### src/rtl/mem_arbiter.sv
// mem_arbiter: round-robin arbiter sharing one memory port between fetch and load/store.
// One transaction in flight; ISSUE -> WAIT x MEM_LAT -> RESP, with RESP chaining straight into ISSUE.
module mem_arbiter #(
    parameter int DATA_W  = 16,
    parameter int ADDR_W  = 16,
    parameter int MEM_LAT = 1
) (
    input  logic              clk_i,
    input  logic              reset_i,
    input  logic              ifu_req_i,
    input  logic [ADDR_W-1:0] ifu_addr_i,
    output logic              ifu_gnt_o,
    output logic [DATA_W-1:0] ifu_rdata_o,
    output logic              ifu_valid_o,
    input  logic              lsu_req_i,
    input  logic              lsu_we_i,
    input  logic [ADDR_W-1:0] lsu_addr_i,
    input  logic [DATA_W-1:0] lsu_wdata_i,
    output logic              lsu_gnt_o,
    output logic [DATA_W-1:0] lsu_rdata_o,
    output logic              lsu_valid_o,
    output logic              mem_en_o,
    output logic              mem_we_o,
    output logic [ADDR_W-1:0] mem_addr_o,
    output logic [DATA_W-1:0] mem_wdata_o,
    input  logic [DATA_W-1:0] mem_rdata_i,
    output logic              busy_o
);
    typedef enum logic [1:0] {IDLE, ISSUE, WAIT, RESP} state_e;
    state_e            state_q;
    logic              ptr_q;
    logic              id_q;
    logic              we_q;
    logic [ADDR_W-1:0] addr_q;
    logic [DATA_W-1:0] wdata_q;
    logic [2:0]        cnt_q;
    logic              mem_en_q, ifu_gnt_q, lsu_gnt_q, ifu_valid_q, lsu_valid_q;
    logic [DATA_W-1:0] ifu_rdata_q, lsu_rdata_q;
    logic              ifu_cand, lsu_cand, pick_lsu_d;
    // the requester completing in RESP still holds req; it only counts again from the next cycle
    assign ifu_cand   = ifu_req_i & ~(state_q == RESP & ~id_q);
    assign lsu_cand   = lsu_req_i & ~(state_q == RESP & id_q);
    assign pick_lsu_d = lsu_cand & (ptr_q | ~ifu_cand);
    always_ff @(posedge clk_i) begin
        if (reset_i) begin
            state_q     <= IDLE;
            ptr_q       <= 1'b1;
            id_q        <= 1'b0;
            we_q        <= 1'b0;
            addr_q      <= '0;
            wdata_q     <= '0;
            cnt_q       <= '0;
            mem_en_q    <= 1'b0;
            ifu_gnt_q   <= 1'b0;
            lsu_gnt_q   <= 1'b0;
            ifu_valid_q <= 1'b0;
            lsu_valid_q <= 1'b0;
            ifu_rdata_q <= '0;
            lsu_rdata_q <= '0;
        end else begin
            mem_en_q    <= 1'b0;
            ifu_gnt_q   <= 1'b0;
            lsu_gnt_q   <= 1'b0;
            ifu_valid_q <= 1'b0;
            lsu_valid_q <= 1'b0;
            case (state_q)
                IDLE, RESP: begin
                    if (ifu_cand | lsu_cand) begin
                        state_q   <= ISSUE;
                        id_q      <= pick_lsu_d;
                        ptr_q     <= ~pick_lsu_d;
                        we_q      <= pick_lsu_d & lsu_we_i;
                        addr_q    <= pick_lsu_d ? lsu_addr_i : ifu_addr_i;
                        wdata_q   <= lsu_wdata_i;
                        mem_en_q  <= 1'b1;
                        lsu_gnt_q <= pick_lsu_d;
                        ifu_gnt_q <= ~pick_lsu_d;
                    end else begin
                        state_q <= IDLE;
                    end
                end
                ISSUE: begin
                    cnt_q   <= 3'(MEM_LAT);
                    state_q <= WAIT;
                end
                default: begin
                    if (cnt_q == 3'd1) begin
                        state_q     <= RESP;
                        lsu_valid_q <= id_q;
                        ifu_valid_q <= ~id_q;
                        if (!we_q && id_q) lsu_rdata_q <= mem_rdata_i;
                        if (!we_q && !id_q) ifu_rdata_q <= mem_rdata_i;
                    end else begin
                        cnt_q <= cnt_q - 3'd1;
                    end
                end
            endcase
        end
    end
    assign ifu_gnt_o   = ifu_gnt_q;
    assign lsu_gnt_o   = lsu_gnt_q;
    assign ifu_valid_o = ifu_valid_q;
    assign lsu_valid_o = lsu_valid_q;
    assign ifu_rdata_o = ifu_rdata_q;
    assign lsu_rdata_o = lsu_rdata_q;
    assign mem_en_o    = mem_en_q;
    assign mem_we_o    = we_q;
    assign mem_addr_o  = addr_q;
    assign mem_wdata_o = wdata_q;
    assign busy_o      = state_q != IDLE;
endmodule

### config.mk
export PLATFORM = sky130hd
export DESIGN_NAME = mem_arbiter
export DESIGN_NICKNAME = d
export VERILOG_FILES = /design/src/rtl/mem_arbiter.sv
export SDC_FILE = /design/constraint.sdc
export NUM_CORES = 1
export LEC_CHECK = 0
export CAP_MARGIN = 20
export CELL_PAD_IN_SITES_DETAIL_PLACEMENT = 1
export CELL_PAD_IN_SITES_GLOBAL_PLACEMENT = 1
export CORE_UTILIZATION = 29
export CTS_CLUSTER_SIZE = 25
export DETAILED_ROUTE_END_ITERATION = 7
export PLACE_DENSITY = 0.79
export SLEW_MARGIN = 20
export SYNTH_ARGS = -nofsm -noshare
export SYNTH_HDL_FRONTEND = slang
export SYNTH_SLANG_ARGS = --single-unit
### constraint.sdc
create_clock -name clk_i -period 1.7 [get_ports clk_i]
set_input_delay 0.34 -clock clk_i [delete_from_list [all_inputs] [get_ports clk_i]]
set_output_delay 0.34 -clock clk_i [all_outputs]
set_load 0.005 [all_outputs]
==> results of run 1 <==
[critical path: cells and delay by family (launching register included)]
| kind | cells | cell delay, ps |
|---|---|---|
| buf+inv | 3 | 500 |
| flops | 1 | 330 |
| compound gates | 2 | 420 |
| fa+ha+maj | 1 | 230 |
| simple gates | 1 | 100 |
[state kept, by name, indices dropped and copies added, names as in the netlist]
name and count:
mem_we_o 1, lsu_valid_o 1, mem_wdata_o 16, lsu_rdata_o 16
cnt_q 3, state_q 2, mem_addr_o 16, id_q 1
ptr_q 1, mem_en_o 1, lsu_gnt_o 1, ifu_rdata_o 16
ifu_valid_o 1, ifu_gnt_o 1
[timing repair]
item / in CTS / in global routing
gates resized for setup: 7 / 4
cloned: 0 / 1
setup endpoints to repair: 36 / 30
pin swaps: 0 / 2
setup buffers: 1 / 0
[cells in the mapped netlist, drive strengths merged]
cell     number
a211o         1
a211oi        1
a21bo         1
a21boi        1
a21o          1
a21oi        35
a221oi       10
a22oi         6
a31oi        18
a32oi         1
and2          7
and3          1
buf          14
clkbuf       28
dfxtp        77
ha            6
inv           7
mux2i        17
nand2         3
nand2b       34
nand3        33
nand3b        2
nand4        33
nand4bb       1
nor2          5
nor2b        14
nor3          3
nor3b         1
nor4          1
nor4bb       11
o21ai        36
o21bai        1
or3b          1
[stage by stage]
stage | hold WS (ps) | setup slack, ps | power [W] | instance area (sq um) | setup TNS, ps
after global placement | 456 | -136 | 0.00504 | 5340 | -2870
final | 476 | 52.5 | 0.00713 | 5710 | 0
after detailed placement | 469 | -211 | 0.00518 | 5340 | -4860
after global routing | 494 | -20.2 | 0.00757 | 5710 | -25.7
after floorplan | 450 | 32.3 | 0.00377 | 3610 | 0
after CTS | 478 | 15.1 | 0.00714 | 5660 | 0
[cells by family (layout without fill, tap and decap cells)]
kind of cell             count (synthesis)  after routing  share of synthesized area
AND/OR/NAND/NOR                        150            150                      0.257
AO/OA/AOI/OAI                          112            112                      0.188
flip-flops                              77             77                      0.427
buffers and inverters                   49            193                     0.0590
multiplexers                            17             17                     0.0482
adder cells (fa/ha/maj)                  6              6                     0.0208
[power by group through the flow]
stage                     clock network [W]  registers [W]  logic, W
after CTS                           0.00193        0.00239   0.00282
after global routing                0.00202        0.00243   0.00312
after global placement                    0        0.00239   0.00265
final                               0.00189        0.00239   0.00286
after floorplan                           0        0.00235   0.00142
after detailed placement                  0        0.00241   0.00276
[worst paths after layout]
kind	from	end	slack (ps)	depth (start not counted)
worst min register to register	mem_wdata_o[1]$_SDFFE_PP0P_	mem_wdata_o[1]$_SDFFE_PP0P_	480	2
worst max register to register	state_q[0]$_SDFFE_PP0P_	mem_addr_o[12]$_SDFFE_PP0P_	50	7
worst min-delay path	mem_wdata_o[1]$_SDFFE_PP0P_	mem_wdata_o[1]$_SDFFE_PP0P_	480	2
worst max-delay path	state_q[0]$_SDFFE_PP0P_	mem_addr_o[12]$_SDFFE_PP0P_	50	7
[per-layer routing]
| layer | global-route usage | share of wire |
|---|---|---|
| met5 | 0 | 0 |
| met4 | 0.0693 | 0.014 |
| met3 | 0.0335 | 0.050 |
| met2 | 0.347 | 0.50 |
| met1 | 0.241 | 0.44 |
[layout make-up]
cell class / count / area (sq um) / share of cell area
multi-input combinational: 285 / 1900 / 0.332
timing repair buffer: 170 / 1730 / 0.304
sequential: 77 / 1550 / 0.271
clock buffer: 11 / 253 / 0.0443
tap: 168 / 210 / 0.0368
clock inverter: 5 / 41.3 / 0.00724
inverter: 7 / 26.3 / 0.00460
[cells in the final DEF, fill, tap and decap left out, types with 7 or more instances in the layout]
cell and n:
a21oi_1 34, a221oi_1 10, a31oi_1 18, and2_1 7, buf_12 7, buf_4 20, clkbuf_16 10, clkdlybuf4s50_1 137
dfxtp_1 74, inv_1 7, mux2i_1 16, nand2b_1 34, nand3_1 33, nand4_1 33, nor2b_1 14, nor4bb_1 10
o21ai_0 31
==> flow_summary.yaml, run 1 <==
drt:
  drtPass1Iterations: 4
  drt_wl_total_um: 12500
  avgViaCountPerCell: 5.17
  wl_per_cell_um: 17.3
  ant_nets: 0
  drc_errors: 0
  vias: 3737
  drt_iter0_drc: 208
pwr:
  clock_power_share: 0.265
  pwr-share-seq: 0.335
  p_sw_frac: 0.345
  comb_power_share: 0.400
  p_leak_nw: 1.98
  peakVddDrop_mv: 0.580
  p_int_w: 0.00468
  netSwitchingPower_w: 0.00246
  power.density_mw_per_mm2: 1250
final_layout:
  finalNetCount: 625
  areaGrowthSynthToFinish_pct: 58.3
  instances_no_fill: 723
  fin_util: 0.473
  drive_above_1_share: 0.106
  diodes: 0
  num-fill-cells: 1357
global_route:
  grt_pass1_vias: 3975
  grtUsageTotal: 0.197
  grt_start_max_net_pins: 43
  antenna_found_initial: 0
  overflow: 0
  grt_first_pass_wirelength_um: 20300
placement:
  dp.cells: 705
  gp_congestion: 0.792
  dp_hpwl_um: 8660
  portBuffers: 139
timing:
  final-setup-viol-count: 0
  finalCritPeriodShare: 0.969
  hold_violations: 0
  fin_worst_skew_ps: 7.97
  fin_crit_ps: 1650
  max_freq_mhz: 607
  worst_slew_pin_slew_ps: 606
  drv_slew: 0
  slew_headroom: 0.596
setup_path:
  worstPathMaxFanout: 11
  critPathArrivalTime_ps: 1910
  start_kind: "register"
  max_stage_delay_ps: 330
  cp_slowest_cell: "dfxtp_2"
  crit_type: "register to register"
  critical_path.cell_chain: "buf_4 > ha_2 > buf_6 > a21boi_4 > clkbuf_16 > nand4_1 > a31oi_1"
  required_ps: 1960
  cp-end-kind: "register"
clocking:
  cts_max_level: 3
  cts_made_buffers: 9
  path_clk_slew_ps: 60
  cts_hold_buf: 0
  root_buffer: "clkbuf_16"
  clkLatencyLatePin_ps: 340
  clk_path_buf_depth: 2
  cts.sinks: 77
  cts_tree: "yes"
synth:
  syn_inst: 411
  synth_area_leader_cell: "dfxtp_1"
  seq_area_frac_synth: 0.427
  synth-seq-cells: 77
  avgSynthCellArea_sq_um: 8.77
  netlist_area_sq_mm: 0.00361
  ys_top_cells_by_area: "dfxtp_1 (43%), nand2b_1 (5.9%), nand4_1 (5.7%), a21oi_1 (4.7%), nand3_1 (4.6%)"
  synth_nets: 486
  netlist-cell-type-count: 38
  synth.top_cell.area_share: 0.427
  yosys_warnings: 0
floorplanning:
  dieArea_sq_mm: 0.0129
  rows: 40
  dieHeight_um: 114
  start_util: 0.299
  die_width_um: 114
  core_area_sq_mm: 0.0121
  ios: 140
status:
  status: "finished clean"
hold_path:
  worstHoldPathType: "register to register"
job:
  max-cap-violations: 0
Power figures use the tool's default switching activity.
==> run 2: changes to the inputs <==
Settings changed: HOLD_SLACK_MARGIN set to 0.03, PLACE_DENSITY 0.79 to 0.81.
==> flow_summary.yaml, run 2 (same netlist as run 1, synthesis figures left out) <==
drt:
  ant_nets: 0
  drt_iter0_drc: 182
  drc_errors: 0
  avgViaCountPerCell: 5.18
  drt_wl_total_um: 12200
  drtPass1Iterations: 4
  wl_per_cell_um: 17.0
  vias: 3736
clocking:
  clkLatencyLatePin_ps: 330
  path_clk_slew_ps: 60
  clk_path_buf_depth: 2
  cts_setup_buffers: 0
  cts_resized: 7
  cts_made_buffers: 9
  root_buffer: "clkbuf_16"
  cts_max_level: 3
  cts_hold_buf: 0
  cts_tree: "yes"
  cts.sinks: 77
pwr:
  p_total_w: 0.00718
  peakVddDrop_mv: 0.471
  p_leak_nw: 1.96
  power.density_mw_per_mm2: 1270
timing:
  hold_violations: 0
  max_freq_mhz: 606
  final.setup.tns_ps: 0
  slew_headroom: 0.704
  finalCritPeriodShare: 0.971
  worst_slew_pin_slew_ps: 444
  fin_worst_skew_ps: 7.60
  rsz0062_at_grt: "yes"
  fin_crit_ps: 1650
  final-setup-viol-count: 0
  layout_setup_ws_ps: 49.5
  drv_slew: 0
placement:
  portBuffers: 139
  placedInstanceArea_sq_mm: 0.00532
  dpl_worst_slack_ps: -214
  dp_hpwl_um: 8830
  dp.cells: 705
  gp_congestion: 0.781
final_layout:
  instances_no_fill: 721
  num-fill-cells: 1355
  areaGrowthSynthToFinish_pct: 57.1
  multi_input_area_sq_mm: 0.00189
  diodes: 0
  final_cell_mix: "clkdlybuf4s50_1 (137), dfxtp_1 (74), a21oi_1 (34), nand2b_1 (34)"
  stdcell_area_sq_mm: 0.00566
  drive_above_1_share: 0.108
  finalNetCount: 623
  regArea_sq_mm: 0.00155
  mostFrequentLayoutCell: "clkdlybuf4s50_1"
setup_path:
  cp-end-kind: "register"
  required_ps: 1950
  start_kind: "register"
  cp_common_cell: "buf_4"
  critPathArrivalTime_ps: 1900
  cp_slowest_cell: "dfxtp_2"
  critical_path.cell_chain: "ha_2 > buf_4 > buf_4 > nor4bb_1 > a221oi_1 > a31oi_1"
  worstPathMaxFanout: 8
  crit_type: "register to register"
  max_stage_delay_ps: 370
hold_path:
  worstHoldPathType: "input pin to register"
floorplanning:
  ios: 140
  core_area_sq_mm: 0.0121
  start_util: 0.299
  rows: 40
  dieArea_sq_mm: 0.0129
  dieHeight_um: 114
  die_width_um: 114
global_route:
  grt_first_pass_wirelength_um: 19800
  overflow: 0
  grt_pass1_vias: 3936
  grt_start_max_net_pins: 35
  antenna_found_initial: 0
  grtUsageTotal: 0.192
job:
  max-cap-violations: 0
status:
  status: "finished clean"
[run 2: cell type report]
class	count	share of cell area
multi-input cells	285	0.334
repair buffers	168	0.294
flip-flops and latches	77	0.273
clock buffers	9	0.0398
well taps	168	0.0371
clock inverters	7	0.0177
inverters	7	0.00464
[run 2: path summary, 6_finish.rpt]
path	start	end	slack, ps	depth (start not counted)
worst max-delay path	state_q[1]$_SDFFE_PP0P_	mem_addr_o[1]$_SDFFE_PP0P_	50	6
worst min-delay path	reset_i	ifu_gnt_o$_SDFF_PP0_	450	2
worst max register to register	state_q[1]$_SDFFE_PP0P_	mem_addr_o[1]$_SDFFE_PP0P_	50	6
worst min register to register	mem_wdata_o[11]$_SDFFE_PP0P_	mem_wdata_o[11]$_SDFFE_PP0P_	470	2
[run 2: critical path: cells and delay by family (launching register included)]
kind | cells | cell delay, ps
flip-flops | 1 | 370
buffers and inverters | 2 | 330
AND/OR/NAND/NOR | 1 | 320
adder cells (fa/ha/maj) | 1 | 280
AO/OA/AOI/OAI | 2 | 270
[run 2: stage by stage]
step | hold slack (ps) | utilization
4_1_cts | 441 | 0.469
2_1_floorplan | 450 | -
3_3_place_gp | 457 | 0.441
5_1_grt | 497 | 0.470
6_report | 447 | 0.470
3_5_place_dp | 467 | 0.441
[run 2: power by group]
part | total [W] | internal [W] | switching, W
logic | 0.00273 | 0.00138 | 0.00135
clock network | 0.00208 | 0.00129 | 0.000790
registers | 0.00237 | 0.00212 | 0.000246
[run 2: per-layer routing]
metal	vias up	wire [um]	track usage
met3	18	395	0.0202
met2	95	5970	0.330
met5	-	0	0
li1	1787	-	-
met1	1836	5600	0.246
met4	0	251	0.0789
==> run 3: changes to the inputs <==
Clock period 1.7 ns to 1.5 ns, I/O delays scaled along.
==> flow_summary.yaml, run 3 (same netlist as run 1, synthesis figures left out) <==
floorplanning:
  dieHeight_um: 114
  dieArea_sq_mm: 0.0129
  die_width_um: 114
  ios: 140
  start_util: 0.299
  rows: 40
  core_area_sq_mm: 0.0121
global_route:
  grtUsageTotal: 0.202
  grt_start_max_net_pins: 57
  overflow: 0
  grt_first_pass_wirelength_um: 20600
  antenna_found_initial: 0
  grt_pass1_vias: 4023
status:
  failed_checks: "setup timing"
  status: "complete, but fails checks"
timing:
  rsz0062_at_grt: "yes"
  fin_crit_ps: 1590
  worst_slew_pin_slew_ps: 399
  fin_worst_skew_ps: 6.06
  hold_violations: 0
  max_freq_mhz: 627
  hold_ws_ps: 310
  layout_setup_ws_ps: -93.8
  final-setup-viol-count: 36
  finalCritPeriodShare: 1.06
  drv_slew: 0
  slew_headroom: 0.729
  final.setup.tns_ps: -1280
final_layout:
  drive_above_1_share: 0.201
  multi_input_area_sq_mm: 0.00199
  mostFrequentLayoutCell: "clkdlybuf4s50_1"
  regArea_sq_mm: 0.00158
  num-fill-cells: 1344
  final_cell_mix: "clkdlybuf4s50_1 (86), dfxtp_1 (55), nand2b_1 (34)"
  diodes: 0
  areaGrowthSynthToFinish_pct: 68.0
  finalNetCount: 637
clocking:
  cts_max_level: 3
  clkLatencyLatePin_ps: 340
  root_buffer: "clkbuf_16"
  cts_made_buffers: 9
  cts_tree: "yes"
  cts.sinks: 77
  clk_path_buf_depth: 2
  path_clk_slew_ps: 60
  cts_hold_buf: 0
setup_path:
  worstReg2RegEnd: "mem_we_o$_SDFFE_PP0P_"
  crit_type: "register to register"
  critPathArrivalTime_ps: 1810
  startpoint: "state_q[1]$_SDFFE_PP0P_"
  start_kind: "register"
  reg2reg_depth: 8
  required_ps: 1710
  ff2ff_setup_slack_ps: -90
  worstPathMaxFanout: 8
  rr_startpoint: "state_q[1]$_SDFFE_PP0P_"
  cp-end-kind: "register"
job:
  max-cap-violations: 0
drt:
  drc_errors: 0
  maxUsedRoutingLayer: "met4"
  avgViaCountPerCell: 5.30
  wl_met1_um: 5830
  vias: 3894
  met2RoutedLength_um: 6710
  drt_wl_total_um: 13600
  drt_iter0_drc: 266
  ant_nets: 0
  wl_per_cell_um: 18.4
  wl_met3_um: 611
  drtPass1Iterations: 5
hold_path:
  hold-path-endpoint: "mem_wdata_o[5]$_SDFFE_PP0P_"
  holdPathStages: 3
  worstHoldPathType: "input pin to register"
  min_from: "reset_i"
pwr:
  peakVddDrop_mv: 0.714
  p_leak_nw: 2.73
  power.density_mw_per_mm2: 1460
placement:
  portBuffers: 139
  gp_congestion: 0.785
  dp_hpwl_um: 8930
==> run 3: cell count changes in the layout (fill, tap and decap cells not counted), sizes merged <==
cell           delta
buf              +12
clkbuf            +3
clkdlybuf4s50    -51
clkinv            +1
dlygate4sd2      +17
dlymetal6s2s     +33
inv               -1
==> run 3: timing repair <==
item,in CTS,in global routing
cloned,0,3
gates resized for setup,39,77
pin swaps,0,15
setup endpoints to repair,65,113
setup buffers,3,3
==> run 3: worst max-delay path, stage by stage, from the launching register on <==
cell	delay, ps
dfxtp_4	370
inv_2	50
ha_4	290
buf_4	140
clkinvlp_4	110
buf_4	160
clkbuf_16	160
nand4_1	110
a31oi_1	90
==> run 3: how the worst max path moves through the flow <==
stage,cells after the start,endpoint
floorplan,6,mem_wdata_o[10]$_SDFFE_PP0P_
global placement,5,ptr_q$_SDFFE_PP1P_
detailed placement,6,mem_addr_o[14]$_SDFFE_PP0P_
CTS,6,mem_addr_o[15]$_SDFFE_PP0P_
global route,8,mem_we_o$_SDFFE_PP0P_
finish,8,mem_we_o$_SDFFE_PP0P_
==> run 3: routing by layer <==
metal | up-vias | track usage
met5 | - | 0
met1 | 1893 | 0.243
met3 | 33 | 0.0356
met2 | 153 | 0.352
li1 | 1815 | -
met4 | 0 | 0.0921
==> run 3: area by class of cell <==
| cell class | count | share of cell area |
|---|---|---|
| clock inverter | 7 | 0.0149 |
| inverter | 7 | 0.00537 |
| clock buffer | 9 | 0.0372 |
| sequential | 77 | 0.260 |
| tap | 168 | 0.0347 |
| multi-input combinational | 285 | 0.328 |
| timing repair buffer | 182 | 0.319 |
==> run 3: per-stage QoR <==
stage	instance area [sq um]	utilization	power [W]	setup slack, ps	instances
after CTS	5770	0.479	0.00840	-90.7	729
final	6060	0.502	0.00887	-93.8	735
after detailed placement	5420	0.449	0.00603	-343	710
after global placement	5420	0.449	0.00588	-251	710
after floorplan	3630	-	0.00431	-28.3	411
after global routing	6060	0.502	0.00934	-146	735
==> run 3: where the power goes <==
part	internal (W)	switching, W
Clock	0.00145	0.000867
Sequential	0.00244	0.000289
Combinational	0.00200	0.00183
Total	0.00588	0.00299
